$ cat src/rtl/line_follow_ctrl.sv
// Drive-decision stage for the line-following car: filters the tracker bits, runs the
// follow/search/halt/blocked FSM and decodes motor direction codes plus a speed mode.
module line_follow_ctrl #(
  parameter int unsigned FILT_CYCLES  = 1000,
  parameter int unsigned LOST_TIMEOUT = 50_000_000,
  parameter int unsigned RESUME_DELAY = 10_000_000
) (
  input  logic       clk,
  input  logic       rst,
  input  logic       enable,
  input  logic       left_signal,
  input  logic       mid_signal,
  input  logic       right_signal,
  input  logic       stop,
  output logic [1:0] left,
  output logic [1:0] right,
  output logic [1:0] mode,
  output logic [2:0] state
);

  localparam int unsigned FiltW = $clog2(FILT_CYCLES + 1);
  localparam int unsigned LostW = $clog2(LOST_TIMEOUT + 1);
  localparam int unsigned ResW  = $clog2(RESUME_DELAY + 1);

  localparam logic [FiltW-1:0] FiltMax  = FiltW'(FILT_CYCLES);
  localparam logic [LostW-1:0] LostLast = LostW'(LOST_TIMEOUT - 1);
  localparam logic [ResW-1:0]  ResLast  = ResW'(RESUME_DELAY - 1);

  localparam logic [1:0] DirFwd   = 2'b10;
  localparam logic [1:0] DirRev   = 2'b01;
  localparam logic [1:0] DirBrake = 2'b00;

  typedef enum logic [2:0] {
    StIdle    = 3'd0,
    StFwd     = 3'd1,
    StTurnL   = 3'd2,
    StTurnR   = 3'd3,
    StSearch  = 3'd4,
    StHalt    = 3'd5,
    StBlocked = 3'd6
  } state_e;

  logic [2:0]       raw;
  logic [2:0]       sync1_q, sync2_q, cand_q;
  logic [2:0]       sens_q, sens_d;
  logic [FiltW-1:0] filt_cnt_q, filt_cnt_d, run_len;

  state_e           state_q, state_d, dec_st;
  logic             dec_lost, dec_hold;
  logic [LostW-1:0] lost_cnt_q, lost_cnt_d;
  logic [ResW-1:0]  res_cnt_q, res_cnt_d;
  logic             last_dir_q, last_dir_d;  // 0 = left, 1 = right

  assign raw = {left_signal, mid_signal, right_signal};

  // run_len is how many consecutive cycles the synchronized vector has held its value.
  always_comb begin
    sens_d     = sens_q;
    filt_cnt_d = '0;
    run_len    = (sync2_q == cand_q) ? filt_cnt_q + FiltW'(1) : FiltW'(1);
    if (sync2_q != sens_q) begin
      if (run_len >= FiltMax) begin
        sens_d = sync2_q;
      end else begin
        filt_cnt_d = run_len;
      end
    end
  end

  always_comb begin
    dec_st   = StFwd;
    dec_lost = 1'b0;
    dec_hold = 1'b0;
    unique case (sens_q)
      3'b010, 3'b111: dec_st = StFwd;
      3'b110, 3'b100: dec_st = StTurnL;
      3'b011, 3'b001: dec_st = StTurnR;
      3'b000:         dec_lost = 1'b1;
      default:        dec_hold = 1'b1;
    endcase
  end

  always_comb begin
    state_d = state_q;
    if (!enable) begin
      state_d = StIdle;
    end else if (stop && (state_q != StIdle)) begin
      state_d = StBlocked;
    end else begin
      case (state_q)
        StIdle: begin
          if (!stop) begin
            if (dec_lost)      state_d = StHalt;
            else if (!dec_hold) state_d = dec_st;
          end
        end
        StFwd, StTurnL, StTurnR: begin
          if (dec_lost)       state_d = StSearch;
          else if (!dec_hold) state_d = dec_st;
        end
        StSearch: begin
          if (!dec_lost && !dec_hold)    state_d = dec_st;
          else if (lost_cnt_q == LostLast) state_d = StHalt;
        end
        StHalt: begin
          if (!dec_lost && !dec_hold) state_d = dec_st;
        end
        StBlocked: begin
          // An ambiguous reading keeps us parked with the resume count saturated.
          if (res_cnt_q == ResLast) begin
            if (dec_lost)       state_d = StSearch;
            else if (!dec_hold) state_d = dec_st;
          end
        end
        default: state_d = StIdle;
      endcase
    end

    lost_cnt_d = ((state_q == StSearch) && (state_d == StSearch)) ?
                 lost_cnt_q + LostW'(1) : '0;

    res_cnt_d = '0;
    if ((state_q == StBlocked) && (state_d == StBlocked) && !stop) begin
      res_cnt_d = (res_cnt_q == ResLast) ? res_cnt_q : res_cnt_q + ResW'(1);
    end

    last_dir_d = last_dir_q;
    if (state_d == StTurnL)      last_dir_d = 1'b0;
    else if (state_d == StTurnR) last_dir_d = 1'b1;
  end

  always_ff @(posedge clk) begin
    if (rst) begin
      sync1_q    <= '0;
      sync2_q    <= '0;
      cand_q     <= '0;
      sens_q     <= '0;
      filt_cnt_q <= '0;
      state_q    <= StIdle;
      lost_cnt_q <= '0;
      res_cnt_q  <= '0;
      last_dir_q <= 1'b0;
    end else begin
      sync1_q    <= raw;
      sync2_q    <= sync1_q;
      cand_q     <= sync2_q;
      sens_q     <= sens_d;
      filt_cnt_q <= filt_cnt_d;
      state_q    <= state_d;
      lost_cnt_q <= lost_cnt_d;
      res_cnt_q  <= res_cnt_d;
      last_dir_q <= last_dir_d;
    end
  end

  always_comb begin
    left  = DirBrake;
    right = DirBrake;
    mode  = 2'd0;
    case (state_q)
      StFwd: begin
        left  = DirFwd;
        right = DirFwd;
        mode  = 2'd3;
      end
      StTurnL: begin
        left  = DirRev;
        right = DirFwd;
        mode  = 2'd2;
      end
      StTurnR: begin
        left  = DirFwd;
        right = DirRev;
        mode  = 2'd2;
      end
      StSearch: begin
        left  = last_dir_q ? DirFwd : DirRev;
        right = last_dir_q ? DirRev : DirFwd;
        mode  = 2'd1;
      end
      default: ;
    endcase
  end

  assign state = state_q;

endmodule

$ cat config.mk
export PLATFORM = sky130hd
export DESIGN_NAME = line_follow_ctrl
export DESIGN_NICKNAME = d
export VERILOG_FILES = /design/src/rtl/line_follow_ctrl.sv
export SDC_FILE = /design/constraint.sdc
export NUM_CORES = 1
export LEC_CHECK = 0
export CORE_MARGIN = 2
export CORE_UTILIZATION = 61
export CTS_CLUSTER_SIZE = 30
export DETAILED_ROUTE_END_ITERATION = 16
export GPL_ROUTABILITY_DRIVEN = 0
export PLACE_DENSITY = 0.87
export REMOVE_ABC_BUFFERS = 1
export SLEW_MARGIN = 40
export SYNTH_ARGS = -nofsm -noshare
export SYNTH_HDL_FRONTEND = slang
export SYNTH_SLANG_ARGS = --single-unit
$ cat constraint.sdc
create_clock -name clk -period 3.2 [get_ports clk]
set_clock_uncertainty 0.1 [all_clocks]
set_input_delay 0.64 -clock clk [delete_from_list [all_inputs] [get_ports clk]]
set_output_delay 0.64 -clock clk [all_outputs]
set_load 0.01 [all_outputs]
==> impl_metrics.toml <==
[clock_tree]
hold_buffers = 0
cts.reportedPaths.clkPinSlew_ns = 0.08
cts_made_buffers = 9
clock_latency_ns = 0.35
clockBufferDepth = 2
clock-sinks = 76
post_cts_buffers = 0
ctsResizeCount = 0
cts_tree = "yes"
htree_levels = 3
root_buffer = "clkbuf_8"

[yosys]
synth.yosys.seq_area_share = 0.4074
avgSynthCellArea_um2 = 8.788
synth_compound_area_frac = 0.06935
ys_ff_latch = 76
synth_warnings = 0
synth_mux_area_frac = 0.01441
async_flop_share = 0
syn_inst = 425
synth_top_family_by_area = "simple AND/OR/NAND/NOR gates"
synth.distinct_cells = 53
synth-edff-count = 0
synthAdderAreaFrac = 0.01005
synth_area_um2 = 3735
synth_xor_area_frac = 0.1430
synthSimpleGateAreaFrac = 0.3193
yosys_most_used_dff = "dfxtp_1"

[sta]
fmax_mhz = 356.3
slew-limit-headroom = 0.5377
rsz0062_at_grt = "no"
fin_tns_setup_ns = 0
finalCriticalPeriod_ns = 2.807
hold_viol = 0
slew_violations = 0
fin_crit_sh = 0.8771
setup_viol = 0
worst_slew_pin_slew_ns = 0.6924

[route]
route.detailed.wl_per_inst_um = 13.96
via_per_inst = 5.653
via_count = 2945
ant_nets = 0
drt_iter0_markers = 146
wl_mm = 7.271
drcViolationCount = 0
drt_first_pass_iters = 4

[die]
die_x_um = 82.25
dieHeight_um = 82.25
core_area_um2 = 5921
initial_core_util = 0.6308
num_io_pins = 16
die_area_um2 = 6764
rows = 28

[final_layout]
seq_area_um2 = 1521
n_antenna_cell = 0
drive_gt1_frac = 0.09865
num-fill-cells = 455
finalNetCount = 451
area_delta_synth_final_pct = 10.69
multi_input_area_um2 = 2077

[hold_path]
hold_path_class = "reg -> reg"

[setup_path]
slowest_stage = "dfxtp_1"
cp.required_ns = 2.46
cp-end-kind = "primary output"
arrival_ns = 2.07
crit_fanout = 17
crit_chain = "nand2b_1 -> o21ai_0 -> o21a_1 -> clkdlybuf4s50_1"
crit_path_start_kind = "flop"
worstSetupPathType = "reg -> out"
critPathMaxStageDelay_ns = 0.66

[power]
power.leakage_nw = 1.337
power-per-cell-area_nw_per_um2 = 450.6
ir_drop_mv = 0.3147
power_w = 0.001863

[global_route]
grt_pass1_wl_mm = 12.54
overflow = 0
antenna_found_initial = 0
grt_max_degree = 27
grt_usage = 0.2418
grt_pass1_vias = 2852

[outcome]
status = "finished, final reports clean"

[placed_design]
port_buffers = 15
hpwl_mm = 4.997

[run]
cap_violations = 0
-- cell families (layout without fill, tap and decap cells) --
| group | count (synthesis) | count (layout) |
|---|---|---|
| AND/OR/NAND/NOR | 221 | 221 |
| flip-flops | 76 | 76 |
| XOR/XNOR | 61 | 61 |
| AO/OA/AOI/OAI | 36 | 36 |
| buffers and inverters | 23 | 44 |
| multiplexers | 5 | 5 |
| adder cells (fa/ha/maj) | 3 | 3 |
-- critical path, delay by kind of cell (launching register included) --
family | cells | cell delay [ns]
flops | 1 | 0.66
buf+inv | 1 | 0.47
simple gates | 1 | 0.28
compound gates | 2 | 0.29
-- synth_stat cells (6+ instances only) --
master     n  share of area
a21oi_1    7         0.0094
and3_1    13          0.022
buf_2      7         0.0094
dfxtp_1   76           0.41
inv_1      8         0.0080
nand2_1   31          0.031
nand2b_1   6          0.010
nand3_1   24          0.032
nand4_1   10          0.017
nor2_1    57          0.057
nor2b_1   19          0.032
nor3_1    26          0.035
nor3_2    13          0.035
o21ai_0    6         0.0080
xnor2_1   28          0.066
xor2_1    33          0.077
-- worst paths after layout --
| check | startpoint | end | slack (ns) | depth (start not counted) |
|---|---|---|---|---|
| max | state[2] | right[1] | 0.39 | 4 |
| min | sync1_q[2] | sync2_q[2] | 0.35 | 1 |
| max reg2reg | state[2] | res_cnt_q[18] | 0.82 | 6 |
| min reg2reg | sync1_q[2] | sync2_q[2] | 0.35 | 1 |
-- metrics by stage --
stage / cells / worst slack, ns / util / area (um^2) / hold WS (ns)
final: 521 / 0.3931 / 0.6982 / 4134 / 0.3465
after global routing: 521 / 0.2695 / 0.6982 / 4134 / 0.3691
after CTS: 521 / 0.3924 / 0.6982 / 4134 / 0.3497
after detailed placement: 505 / 0.3284 / 0.6604 / 3910 / 0.3283
after global placement: 505 / 0.4419 / 0.6604 / 3910 / 0.3181
after floorplan: 410 / 0.8004 / - / 3628 / 0.3138
-- sequential cells by signal, summed over array words and instances (netlist names) --
name,flops
filt_cnt_q,10
state,3
sync1_q,3
sync2_q,3
sens_q,3
res_cnt_q,24
cand_q,3
last_dir_q,1
lost_cnt_q,26
-- cells in the final DEF (no fill, tap or decap), types with 3 or more instances in the layout --
master            n
a21oi_1           7
a31oi_1           3
and2_1            3
and3_1           13
and4_1            3
buf_4             5
clkbuf_8         10
clkdlybuf4s50_1  15
dfxtp_1          76
ha_1              3
inv_1             8
mux2_2            3
nand2_1          31
nand2b_1          6
nand3_1          24
nand4_1          10
nor2_1           57
nor2b_1          19
nor3_1           26
nor3_2           13
nor3b_1           3
nor4_1            3
o21ai_0           6
xnor2_1          28
xor2_1           33
-- metal layers --
| metal | up-vias | routed length (um) | share of wire | GRT usage |
|---|---|---|---|---|
| li1 | 1493 | - | - | - |
| met3 | 5 | 387 | 0.053 | 0.06413 |
| met4 | 0 | 87 | 0.012 | 0.1033 |
| met2 | 66 | 3665 | 0.50 | 0.4210 |
| met5 | - | 0 | 0 | 0 |
| met1 | 1381 | 3130 | 0.43 | 0.2785 |
-- report_power, final --
| group | total (W) | switching (W) | internal, W |
|---|---|---|---|
| clock network | 0.000821 | 0.000360 | 0.000460 |
| logic | 0.0000812 | 0.0000447 | 0.0000365 |
| registers | 0.000961 | 0.00000915 | 0.000952 |
-- cell type report --
| type | count | share of cell area |
|---|---|---|
| Multi-Input combinational cell | 326 | 0.5024 |
| Clock buffer | 10 | 0.03329 |
| Sequential cell | 76 | 0.3680 |
| Timing Repair Buffer | 20 | 0.04540 |
| Inverter | 8 | 0.007264 |
| Tap cell | 75 | 0.02270 |
| Clock inverter | 6 | 0.02088 |
Power figures use the tool's default switching activity.
